## src/rtl/reset_seq_pkg.sv

```systemverilog
// Shared state encoding, default timing constants and counter sizing
// helpers for the board reset sequencer.
package reset_seq_pkg;

    typedef enum logic [2:0] {
        ST_WAIT_PLL   = 3'd0,
        ST_WAIT_SDRAM = 3'd1,
        ST_HOLD       = 3'd2,
        ST_RUN        = 3'd3,
        ST_SOFT       = 3'd4
    } rs_state_e;

    localparam int unsigned DEF_HOLD_CYCLES    = 1024;
    localparam int unsigned DEF_SOFT_CYCLES    = 256;
    localparam int unsigned DEF_TIMEOUT_CYCLES = 108_000_000;
    localparam int unsigned DEF_SYNC_STAGES    = 2;

    function automatic int unsigned max_u(
        input int unsigned a,
        input int unsigned b
    );
        return (a > b) ? a : b;
    endfunction

    // A count of 1 still needs one flop to hold its zero value.
    function automatic int unsigned cnt_width(input int unsigned n);
        return (n < 2) ? 1 : $clog2(n);
    endfunction

endpackage

```

## src/rtl/sync_bit.sv

```systemverilog
// Multi-flop synchronizer for a single asynchronous level input.
// All stages clear to 0 while reset is asserted.
module sync_bit #(
    parameter int unsigned STAGES = 2
) (
    input  logic clk_i,
    input  logic rst_i,
    input  logic d_i,
    output logic q_o
);

    logic [STAGES-1:0] sync_q;

    always_ff @(posedge clk_i or posedge rst_i) begin
        if (rst_i) begin
            sync_q <= '0;
        end else begin
            sync_q <= {sync_q[STAGES-2:0], d_i};
        end
    end

    assign q_o = sync_q[STAGES-1];

endmodule

```

## src/rtl/reset_sequencer.sv

```systemverilog
// Board reset sequencer: waits for PLL lock and SDRAM init, holds reset,
// then releases RESET_OUT_n; supports timed soft resets and a timeout flag.
module reset_sequencer
    import reset_seq_pkg::*;
#(
    parameter int unsigned HOLD_CYCLES    = DEF_HOLD_CYCLES,
    parameter int unsigned SOFT_CYCLES    = DEF_SOFT_CYCLES,
    parameter int unsigned TIMEOUT_CYCLES = DEF_TIMEOUT_CYCLES,
    parameter int unsigned SYNC_STAGES    = DEF_SYNC_STAGES
) (
    input  logic       CLK,
    input  logic       RESET,
    input  logic       PLL_READY,
    input  logic       SDRAM_READY,
    input  logic       SOFT_RESET_REQ,
    output logic       RESET_OUT_n,
    output logic [2:0] STATE,
    output logic       TIMEOUT
);

    localparam int unsigned CW = cnt_width(max_u(HOLD_CYCLES, SOFT_CYCLES));
    localparam int unsigned TW = cnt_width(TIMEOUT_CYCLES);

    localparam logic [CW-1:0] HOLD_LOAD = CW'(HOLD_CYCLES - 1);
    localparam logic [CW-1:0] SOFT_LOAD = CW'(SOFT_CYCLES - 1);
    localparam logic [TW-1:0] TMO_LAST  = TW'(TIMEOUT_CYCLES - 1);

    logic pll_s;
    logic sdram_s;
    logic ready_lost;

    rs_state_e     state_q,   state_d;
    logic [CW-1:0] cnt_q,     cnt_d;
    logic [TW-1:0] tmo_q,     tmo_d;
    logic          timeout_q, timeout_d;
    logic          rst_n_q,   rst_n_d;

    sync_bit #(
        .STAGES (SYNC_STAGES)
    ) u_sync_pll (
        .clk_i (CLK),
        .rst_i (RESET),
        .d_i   (PLL_READY),
        .q_o   (pll_s)
    );

    sync_bit #(
        .STAGES (SYNC_STAGES)
    ) u_sync_sdram (
        .clk_i (CLK),
        .rst_i (RESET),
        .d_i   (SDRAM_READY),
        .q_o   (sdram_s)
    );

    assign ready_lost = !(pll_s && sdram_s);

    always_comb begin
        state_d   = state_q;
        cnt_d     = cnt_q;
        timeout_d = timeout_q;
        unique case (state_q)
            ST_WAIT_PLL: begin
                if (pll_s) begin
                    state_d = ST_WAIT_SDRAM;
                end
            end
            ST_WAIT_SDRAM: begin
                if (!pll_s) begin
                    state_d = ST_WAIT_PLL;
                    cnt_d   = '0;
                end else if (sdram_s) begin
                    state_d = ST_HOLD;
                    cnt_d   = HOLD_LOAD;
                end
                if (tmo_q == TMO_LAST) begin
                    timeout_d = 1'b1;
                end
            end
            ST_HOLD: begin
                if (ready_lost) begin
                    state_d = ST_WAIT_PLL;
                    cnt_d   = '0;
                end else if (cnt_q == '0) begin
                    state_d = ST_RUN;
                end else begin
                    cnt_d = cnt_q - 1'b1;
                end
            end
            ST_RUN: begin
                if (ready_lost) begin
                    state_d = ST_WAIT_PLL;
                    cnt_d   = '0;
                end else if (SOFT_RESET_REQ) begin
                    state_d = ST_SOFT;
                    cnt_d   = SOFT_LOAD;
                end
            end
            ST_SOFT: begin
                // Readiness loss wins over finishing the soft pulse.
                if (ready_lost) begin
                    state_d = ST_WAIT_PLL;
                    cnt_d   = '0;
                end else if (cnt_q != '0) begin
                    cnt_d = cnt_q - 1'b1;
                end else if (!SOFT_RESET_REQ) begin
                    state_d = ST_RUN;
                end
            end
            default: begin
                state_d = ST_WAIT_PLL;
                cnt_d   = '0;
            end
        endcase
    end

    always_comb begin
        tmo_d = '0;
        if (state_q == ST_WAIT_SDRAM && state_d == ST_WAIT_SDRAM) begin
            tmo_d = (tmo_q == TMO_LAST) ? tmo_q : tmo_q + 1'b1;
        end
    end

    assign rst_n_d = (state_d == ST_RUN);

    always_ff @(posedge CLK or posedge RESET) begin
        if (RESET) begin
            state_q   <= ST_WAIT_PLL;
            cnt_q     <= '0;
            tmo_q     <= '0;
            timeout_q <= 1'b0;
            rst_n_q   <= 1'b0;
        end else begin
            state_q   <= state_d;
            cnt_q     <= cnt_d;
            tmo_q     <= tmo_d;
            timeout_q <= timeout_d;
            rst_n_q   <= rst_n_d;
        end
    end

    assign RESET_OUT_n = rst_n_q;
    assign STATE       = state_q;
    assign TIMEOUT     = timeout_q;

endmodule

```

## config.mk

```make
export PLATFORM = sky130hd
export DESIGN_NAME = reset_sequencer
export DESIGN_NICKNAME = d
export VERILOG_FILES = /design/src/rtl/reset_seq_pkg.sv /design/src/rtl/sync_bit.sv /design/src/rtl/reset_sequencer.sv
export SDC_FILE = /design/constraint.sdc
export NUM_CORES = 1
export LEC_CHECK = 0
export BUFFER_PORTS_ARGS = -buffer_cell sky130_fd_sc_hd__buf_2
export CAP_MARGIN = 40
export CORE_MARGIN = 2
export CORE_UTILIZATION = 35
export CTS_BUF_LIST = sky130_fd_sc_hd__clkbuf_2
export DETAILED_ROUTE_END_ITERATION = 16
export PLACE_DENSITY_LB_ADDON = 0.05
export SLEW_MARGIN = 20
export SYNTH_ARGS = -nofsm -noshare
export SYNTH_HDL_FRONTEND = slang
export SYNTH_SLANG_ARGS = --single-unit
```

## constraint.sdc

```tcl
create_clock -name CLK -period 2.3 [get_ports CLK]
set_clock_uncertainty 0.05 [all_clocks]
set_input_delay 0.115 -clock CLK [delete_from_list [all_inputs] [get_ports CLK]]
set_output_delay 0.115 -clock CLK [all_outputs]
set_load 0.005 [all_outputs]
```

==> flow_summary.ini <==
[clocking]
cts-root-buf = clkbuf_2
cts.clk_slew.worst_paths_ns = 0.25
cts_tree = yes
cts_sinks = 46
worstSkewPairLatency_ns = 0.42
cts_buffers = 5
cts_max_level = 2
post_cts_resized = 0
clk_path_buf_depth = 2

[worst_setup_path]
cpPeakStageDelay_ns = 0.46
crit_fanout = 10
critPathKind = register to register
reg2reg_to = tmo_q[5]
path_buf_inv = 1
rr_worst_depth = 7
cp_slowest_cell = dfrtp_1
crit_required_ns = 2.61
cp-endpoint = tmo_q[5]
end_kind = register
rr_startpoint = tmo_q[0]
cp-startpoint = tmo_q[0]
start_kind = register
r2r_slack_ns = 0.31
cp.depth = 7
path_cells = ha_1, and2_2, nand3_1, nor4_4, buf_4, or3_2, a21oi_1
worst_ep_arrival_time_ns = 2.30
crit_family = simple AND/OR/NAND/NOR gates

[routing]
firstDrtPassIters = 4
wl_per_cell_um = 14.2
vias = 1886
vias_per_cell = 5.21
route.detailed.drc = 0
drt_iter0_drc = 73
postRouteAntennaNets = 0
drt_wl_total_mm = 5.14

[finish]
multi_input_area_mm2 = 0.00116
drive_above_1_share_pct = 16.7
nets = 288
antenna_cells = 0
fill_cells = 685
final_common_cell = dfrtp_1
final_cell_mix = dfrtp_1 (46), nor2_1 (30), o21ai_0 (22), a21oi_1 (20)
syn_to_final_growth_pct = 14.3
seq_area_mm2 = 0.00115

[synthesis]
synthCells = 252
synth-compound-area-share_pct = 15.2
syn_area_per_cell_um2 = 9.41
ys_seq_area_share_pct = 48.5
synth_top_family_by_area = simple AND/OR/NAND/NOR gates
ys.flop_type = dfrtp_1
syn_area_mm2 = 0.00237
yosysWarnings = 0
synth_nets = 259
synth-adder-area-share_pct = 1.05
ys_ff_latch = 46
synth_xor_area_share_pct = 6.65
yosys.area_share.simple_pct = 25.4
muxShareOfSynthArea_pct = 0.422
async_flop_share_pct = 100
synth_cell_types = 46
synth-edff-count = 0

[floorplan]
die_height_um = 86.3
fp.dieArea_mm2 = 0.00745
die_w_um = 86.3
rows = 30
num_io_pins = 10
start_util_pct = 35.5
core-area_mm2 = 0.00668

[pwr]
pwr-share-seq_pct = 55.7
pwr-share-clk_pct = 29.0
power_density_mw_per_mm2 = 585
fin_total_pwr_mw = 1.59
p_leak_nw = 1.14
p_comb_share_pct = 15.3
irDropWorstVdd_uv = 250
p_int_mw = 1.14
switching_share_pct = 28.4
p_sw_mw = 0.451

[grt]
grt_pass1_vias = 1754
grt_pass1_wl_mm = 8.83
grt-ovfl-total = 0
grt_max_degree = 33
antenna_found_initial = 0
track_usage_pct = 14.9

[run]
cap_violations = 0

[sta]
slew_viol_final = 0
setup-tns-final_ns = 0
grt_setup_unrepaired = no
fmax_mhz = 503
period_minus_slack_ns = 1.99
slew_headroom_pct = 65.2
tightest_slew_ns = 0.521
setup_viol = 0
final-hold-violation-count = 0
fin_crit_sh_pct = 86.4

[status]
status = complete, no violations

[place]
io_buffer_count = 9
hpwl_mm = 3.67
gp_congestion = 0.802

[hold_path]
hp-class = primary input to async pin
## worst reg2reg max path, stage by stage (launching register included)
cell and delay [ns]:
dfrtp_1 0.46, ha_1 0.23, and2_2 0.22, nand3_1 0.18
nor4_4 0.06, buf_4 0.17, or3_2 0.44, a21oi_1 0.14
## power groups by stage
| stage | registers (mW) | clock network (mW) | logic (mW) |
|---|---|---|---|
| 2_1_floorplan | 0.887 | 0 | 0.158 |
| 3_3_place_gp | 0.898 | 0 | 0.238 |
| 3_5_place_dp | 0.897 | 0 | 0.238 |
| 4_1_cts | 0.883 | 0.486 | 0.244 |
| 5_1_grt | 0.891 | 0.515 | 0.276 |
| 6_report | 0.883 | 0.461 | 0.243 |
## layer usage
layer  track usage (%)  vias up  wire, µm
li1                  -      958         -
met1              24.3      900      2820
met2              19.6       23      2080
met4              3.84        0        43
met5                 0        -         0
met3              3.05        5       198
## synthesized netlist by cell type, types with 2 or more instances
master	n	area share [%]
nor3_1	9	1.9
nor4_1	2	0.53
a211oi_1	2	0.63
nor3b_1	2	0.63
nand4_1	9	2.4
xnor2_1	4	1.5
nand2b_1	3	0.79
a21oi_1	20	4.2
nor2b_1	2	0.53
nor2_1	30	4.7
o2bb2ai_1	2	0.74
and3_1	3	0.79
o32a_1	2	0.84
a31oi_1	3	0.79
xor2_1	14	5.2
and4_1	2	0.74
and2_1	3	0.79
nand3_1	14	3.0
dfrtp_1	46	49
or3_1	3	0.79
or3_2	4	1.3
nand2_1	14	2.2
nor2_2	2	0.53
a41oi_1	2	0.74
nand4b_1	2	0.74
and2_2	2	0.63
o21ai_0	22	4.6
inv_1	9	1.4
buf_2	2	0.42
ha_1	2	1.1
## worst min-delay path by stage
| stage | depth (start not counted) | from | slack, ns | to |
|---|---|---|---|---|
| global route | 3 | RESET | 0.03 | u_sync_sdram.sync_q[1] |
| finish | 3 | RESET | 0.06 | u_sync_sdram.sync_q[1] |
| CTS | 3 | RESET | 0.03 | u_sync_sdram.sync_q[1] |
| floorplan | 0 | PLL_READY | 0.1 | u_sync_pll.sync_q[0] |
| global placement | 1 | PLL_READY | 0.17 | u_sync_pll.sync_q[0] |
| detailed placement | 2 | RESET | -0.002 | u_sync_sdram.sync_q[1] |
## sequential cells by signal, indices dropped and copies added, names as in the netlist
| register | count |
|---|---|
| cnt_q | 10 |
| u_sync_pll.sync_q | 2 |
| RESET_OUT_n | 1 |
| u_sync_sdram.sync_q | 2 |
| tmo_q | 27 |
| STATE | 3 |
| TIMEOUT | 1 |
## per-stage QoR
step	util [%]	hold WS [ns]	setup WS [ns]	cell area, µm²	instances
after global routing	40.6	0.0281	0.180	2710	362
after global placement	38.7	0.174	0.389	2580	349
after floorplan	-	0.0964	0.405	2370	252
final	40.6	0.0593	0.312	2710	362
after detailed placement	39.0	-0.00201	0.338	2600	350
after CTS	40.6	0.0336	0.299	2710	362
## final cells by class
type,instances,area share [%]
Multi-Input combinational cell,192,42.6
Sequential cell,46,42.5
Timing Repair Buffer,27,7.48
Tap cell,80,3.69
Clock inverter,2,1.38
Inverter,9,1.25
Clock buffer,6,1.11
## kinds of logic (layout without fill, tap and decap cells)
group,Yosys count,count (layout)
simple gates,111,111
compound gates,60,60
flops,46,46
xor+xnor,18,18
buf+inv,14,44
fa+ha+maj,2,2
mux,1,1
## timing repair
item | CTS | global route
setup endpoints to repair | 0 | 0
setup buffers | 0 | 0
hold buffers | 4 | 0
endpoints found under the hold margin | 51 | 0
No activity file was read; power rests on OpenSTA's default activity.
